### config.mk
export PLATFORM = sky130hd
export DESIGN_NAME = usr_cmd_sequencer
export DESIGN_NICKNAME = d
export VERILOG_FILES = /design/src/rtl/usr_cmd_sequencer.sv
export SDC_FILE = /design/constraint.sdc
export NUM_CORES = 1
export LEC_CHECK = 0
export CORE_MARGIN = 2
export CORE_UTILIZATION = 50
export CTS_BUF_LIST = sky130_fd_sc_hd__clkbuf_16
export CTS_CLUSTER_DIAMETER = 80
export CTS_CLUSTER_SIZE = 8
export DETAILED_ROUTE_END_ITERATION = 10
export PLACE_DENSITY = 0.84
export SETUP_SLACK_MARGIN = 0.3
export SYNTH_ARGS = -nofsm -noshare
export SYNTH_HDL_FRONTEND = slang
export SYNTH_SLANG_ARGS = --single-unit
### constraint.sdc
create_clock -name clk -period 4.33 [get_ports clk]
set_clock_uncertainty 0.15 [all_clocks]
set_input_delay 0.866 -clock clk [delete_from_list [all_inputs] [get_ports clk]]
set_output_delay 0.866 -clock clk [all_outputs]
set_load 0.02 [all_outputs]
### src/rtl/usr_cmd_sequencer.sv
// rtl/usr_cmd_sequencer.sv - command sequencer driving a universal shift register (optional rotate: USR_SEQ_ROTATE_EN)
module usr_cmd_sequencer #(
    parameter int N     = 8,
    parameter int CNT_W = 4
) (
    input  logic             clk,
    input  logic             rst,
    input  logic             cmd_valid,
    output logic             cmd_ready,
    input  logic [1:0]       cmd_op,
    input  logic [N-1:0]     cmd_data,
    input  logic [CNT_W-1:0] cmd_cnt,
    input  logic             cmd_fill,
`ifdef USR_SEQ_ROTATE_EN
    input  logic             cmd_rot,
`endif
    input  logic [N-1:0]     q_in,
    output logic [1:0]       mode,
    output logic [N-1:0]     p_data,
    output logic             sin_left,
    output logic             sin_right,
    output logic             busy,
    output logic             done,
    output logic [N-1:0]     result
);

    localparam logic [1:0] OP_NOP  = 2'b00;
    localparam logic [1:0] OP_SHR  = 2'b01;  // toward LSB, serial bit enters MSB
    localparam logic [1:0] OP_SHL  = 2'b10;  // toward MSB, serial bit enters LSB
    localparam logic [1:0] OP_LOAD = 2'b11;

    typedef enum logic [1:0] {
        S_IDLE   = 2'b00,
        S_RUN    = 2'b01,
        S_SETTLE = 2'b10,
        S_DONE   = 2'b11
    } state_t;

    state_t           state_q, state_d;
    logic [1:0]       op_q, op_d;
    logic [N-1:0]     data_q, data_d;
    logic [CNT_W-1:0] cnt_q, cnt_d;
    logic             fill_q, fill_d;
    logic             rot_q, rot_d;
    logic             rot_in;
    logic [1:0]       mode_q, mode_d;
    logic [N-1:0]     p_data_q, p_data_d;
    logic             sin_left_q, sin_left_d;
    logic             sin_right_q, sin_right_d;
    logic             busy_q, busy_d;
    logic             done_q, done_d;
    logic [N-1:0]     result_q, result_d;

`ifdef USR_SEQ_ROTATE_EN
    assign rot_in = cmd_rot;
`else
    assign rot_in = 1'b0;
`endif

    // Ready is the only unregistered output; it must drop the instant reset asserts.
    assign cmd_ready = (state_q == S_IDLE) && rst;

    // Next-state, command latching and registered output values for the next cycle.
    always_comb begin
        state_d     = state_q;
        op_d        = op_q;
        data_d      = data_q;
        cnt_d       = cnt_q;
        fill_d      = fill_q;
        rot_d       = rot_q;
        result_d    = result_q;
        mode_d      = 2'b00;
        p_data_d    = '0;
        sin_left_d  = 1'b0;
        sin_right_d = 1'b0;
        busy_d      = 1'b0;
        done_d      = 1'b0;

        case (state_q)
            S_IDLE: begin
                if (cmd_valid && cmd_ready) begin
                    op_d   = cmd_op;
                    data_d = cmd_data;
                    cnt_d  = cmd_cnt;
                    fill_d = cmd_fill;
                    rot_d  = rot_in;
                    if (cmd_op == OP_LOAD) begin
                        state_d = S_RUN;
                        cnt_d   = CNT_W'(1);
                    end else if ((cmd_op != OP_NOP) && (cmd_cnt != '0)) begin
                        state_d = S_RUN;
                    end else begin
                        state_d = S_SETTLE;
                    end
                end
            end
            S_RUN: begin
                cnt_d = cnt_q - CNT_W'(1);
                if (cnt_q == CNT_W'(1)) begin
                    state_d = S_SETTLE;
                end
            end
            S_SETTLE: begin
                // Q has absorbed the last active cycle by now
                result_d = q_in;
                state_d  = S_DONE;
            end
            S_DONE: begin
                state_d = S_IDLE;
            end
            default: begin
                state_d = S_IDLE;
            end
        endcase

        // Outputs are computed from the state being entered so they line up with it.
        if (state_d == S_RUN) begin
            mode_d      = op_d;
            p_data_d    = (op_d == OP_LOAD) ? data_d : '0;
            sin_left_d  = (op_d == OP_SHR) && !rot_d && fill_d;
            sin_right_d = (op_d == OP_SHL) && !rot_d && fill_d;
        end
        busy_d = (state_d != S_IDLE);
        done_d = (state_d == S_DONE);
    end

    // State, latched command and registered outputs; reset aborts any command in flight.
    always_ff @(posedge clk or negedge rst) begin
        if (!rst) begin
            state_q     <= S_IDLE;
            op_q        <= 2'b00;
            data_q      <= '0;
            cnt_q       <= '0;
            fill_q      <= 1'b0;
            rot_q       <= 1'b0;
            mode_q      <= 2'b00;
            p_data_q    <= '0;
            sin_left_q  <= 1'b0;
            sin_right_q <= 1'b0;
            busy_q      <= 1'b0;
            done_q      <= 1'b0;
            result_q    <= '0;
        end else begin
            state_q     <= state_d;
            op_q        <= op_d;
            data_q      <= data_d;
            cnt_q       <= cnt_d;
            fill_q      <= fill_d;
            rot_q       <= rot_d;
            mode_q      <= mode_d;
            p_data_q    <= p_data_d;
            sin_left_q  <= sin_left_d;
            sin_right_q <= sin_right_d;
            busy_q      <= busy_d;
            done_q      <= done_d;
            result_q    <= result_d;
        end
    end

    // In rotate mode the bit leaving one end of Q feeds straight back into the other.
    assign sin_left  = (rot_q && (state_q == S_RUN) && (op_q == OP_SHR)) ? q_in[0]   : sin_left_q;
    assign sin_right = (rot_q && (state_q == S_RUN) && (op_q == OP_SHL)) ? q_in[N-1] : sin_right_q;

    assign mode   = mode_q;
    assign p_data = p_data_q;
    assign busy   = busy_q;
    assign done   = done_q;
    assign result = result_q;

endmodule
==> impl_summary.md <==
Run status
The run finished with clean final reports.

Clock network
TritonCTS created 5 clock buffers. The clock drives 40 sinks. TritonCTS built the clock tree. The clock tree synthesis step divided the H-tree into 2 levels. The clock reaches the later pin of the worst-skew pair after 0.29 ns. Once the clock tree was built, the resizer swapped 0 gates to a different size. In this run the post-CTS setup repair buffer count came out at 0. After clock tree synthesis, the clock-pin slew on the worst setup and hold paths is 0.06 ns. The cell at the root of the clock tree is sky130_fd_sc_hd__clkbuf_16. The maximum root-to-sink buffer count is 2. The number of hold-repair buffers added at the cts stage is 0.

STA
Of the available clock period, the critical path in the final layout requires 78.9%. Setup repair after global routing left no endpoint under its margin. After routing, the total negative slack on setup checks comes to 0 ns. The max-slew violation count is 0. Timing would allow up to 293 MHz. The routed design could run at a clock period as short as 3.42 ns. The worst relative slew slack is 50.4%. For the pin with the worst max-slew slack, the measured transition is 0.743 ns. The number of hold violations in the final report was 0.

Setup violations remaining at the end of the flow were counted as 0.

Synthesis
The number of synthesized flops with an enable pin is 0. The net count after synthesis is 173. Synthesis instantiated 32 different standard cells from the library.

The sequential-to-total area share from yosys stat is 59.0%. Synthesis produced a netlist whose cell count is 145. The fraction of registers with async set or reset after synthesis is 100%. The post-synthesis sequential element count is 40. The flip-flop cell with the highest count after synthesis is sky130_fd_sc_hd__dfrtp_1.

The count of yosys warnings during synthesis is 0. The average instance in the mapped netlist occupies 11.7 um^2. The mapped netlist covers 1700 um^2.

Routing
The total DRC errors in the routed layout is 0. The total number of vias is 1322. The number of nets still failing antenna checks after routing is 0. The first routing iteration left 98 violations. Dividing the detail-routed wire length by the instance count gives 15.8 um. The number of vias per cell after detailed routing is 5.46. The iteration count of the initial detailed-routing pass is 6. The routed wire length is 3830 um.

Pwr
The leakage power is 1.08 nW. For this design the ratio of total power to cell area is 703 nW/um^2. After layout, the design draws a total of 0.00167 W. The maximum vdd ir drop is 0.345 mV.

Finish
The net count reported at finish is 223. The most common cell after layout, fill and taps aside is sky130_fd_sc_hd__clkdlybuf4s50_1. Leaving out fill and tap cells, the most frequent cells in the layout are sky130_fd_sc_hd__clkdlybuf4s50_1, sky130_fd_sc_hd__dfrtp_1, sky130_fd_sc_hd__nand2_1, sky130_fd_sc_hd__mux2_2, sky130_fd_sc_hd__a22o_1. The finished layout holds 242 standard cells, fillers aside. After routing the design area is 2380 um^2. Cells fill 71.9% of the core in the end. The number of antenna repair diodes is 0. The area overhead of the layout relative to synthesis is 40.2%. The share of layout cells above drive strength 1 is 14.3%.

Die
The starting density of the core is 51.3%. The floorplan step defined a die boundary enclosing 3880 um^2. From bottom edge to top edge, the die measures 62.3 um. Pin placement for this block handled 49 I/O pins. The number of rows created at floorplan is 21. The die extent in x is 62.3 um. The total area inside the core boundary comes to 3310 um^2.

Job
The number of max-cap violations is 0.

Critical path
Setup slack on the worst reg-to-reg path comes out at 2.08 ns. The required time at the worst-slack endpoint is 3.31 ns. The data arrival time of the critical path is 2.40 ns. The worst setup path category is reg2out.

The cell depth of the worst flop-to-flop path is 4. The worst register-to-register path begins at state_q[1]$_DFF_PN0_. In this run the critical register-to-register path is captured at p_data[4]$_DFF_PN0_.

The worst setup path is captured at an output port. The worst setup path is launched from a flop. The highest net fanout along the worst path is 10.

Place
Input and output buffers added on the ports amount to 48. In this run the cell area measured after placement is 2210 um^2. The half-perimeter wire length after placement is 2710 um.

The final weighted congestion of routability-driven global placement is 0.811. After detailed placement, the design holds a cell count of 234.

Global route
After global routing the overflow that remains totals 0. The via count of the first global-routing pass is 1350. The total routing usage reported by global routing is 21.3%.

The first global-routing pass estimated 6250 um of wire. The number of antenna violations at the first check in global routing is 0. The largest net degree at the start of global routing is 39.

Min path
The path class of the tightest hold or removal check is in2async.
worst max-delay path: stages (launching register included):
cell                              delay (ns)
sky130_fd_sc_hd__dfrtp_1                0.41
sky130_fd_sc_hd__nor2b_1                0.63
sky130_fd_sc_hd__nand4b_1               0.21
sky130_fd_sc_hd__mux2_2                 0.27
sky130_fd_sc_hd__clkdlybuf4s50_1        0.60
cells by family (layout without fill, tap and decap cells):
logic type | after synthesis | in the layout | share of synthesized area (%)
and+or+nand+nor | 54 | 54 | 16.2
DFF | 40 | 40 | 59.0
AOI/OAI and AO/OA | 23 | 23 | 10.8
muxes | 14 | 14 | 9.14
buffers and inverters | 11 | 62 | 2.80
adders and majority gates | 3 | 3 | 2.14
area by class of cell:
cell class / instances / area, um^2
Multi-Input combinational cell: 94 / 649
Sequential cell: 40 / 1000
Tap cell: 46 / 57.6
Timing Repair Buffer: 50 / 490
Inverter: 4 / 15.0
Fill cell: 255 / 930
Clock inverter: 3 / 42.5
Clock buffer: 5 / 125
metal layers:
metal  global-route usage (%)  part of all wire [%]  vias up
met4                     9.72                   2.3        0
met2                     34.8                    51       58
met1                     24.6                    40      646
met3                     8.70                   6.4        9
met5                        0                     0        -
li1                         -                     -      609
synth_stat cells, drive strengths merged (2+ instances only):
cell	instances	area (um^2)
dfrtp	40	1000
nand2	31	116
mux2	12	135
a22o	8	70.1
buf	5	25.0
nand3	5	25.0
a21oi	4	20.0
inv	4	15.0
a211oi	3	22.5
nor2	3	11.3
o211ai	3	22.5
and2	2	12.5
clkbuf	2	7.51
ha	2	25.0
mux2i	2	20.0
nand2b	2	12.5
nand4b	2	17.5
nor2b	2	12.5
sequential cells by signal (all words and copies together), names as in the netlist:
signal / flops
busy: 1
fill_q: 1
sin_right_q: 1
cnt_q: 4
rot_q: 1
mode: 2
p_data: 8
state_q: 2
op_q: 2
sin_left_q: 1
data_q: 8
done: 1
result: 8
how the worst max path moves through the flow:
stage,start,end,slack (ns),cells after the start
2_1_floorplan,rst,cmd_ready,1.93,1
3_3_place_gp,q_in[7],sin_right,1.25,3
3_5_place_dp,q_in[7],sin_right,1.21,3
4_1_cts,state_q[0]$_DFF_PN0_,sin_left,0.92,4
5_1_grt,state_q[0]$_DFF_PN0_,sin_left,0.78,4
6_report,state_q[0]$_DFF_PN0_,sin_left,0.91,4
power breakdown:
group / switching (W) / internal, W
Sequential: 0.0000885 / 0.000524
Clock: 0.000148 / 0.000270
Combinational: 0.000331 / 0.000312
through the flow:
stage / setup slack [ns] / hold slack, ns
floorplan: 1.93 / 0.288
global placement: 1.25 / 0.303
detailed placement: 1.21 / 0.316
CTS: 0.922 / 0.224
global route: 0.777 / 0.223
finish: 0.915 / 0.227
Power figures use the tool's default switching activity.
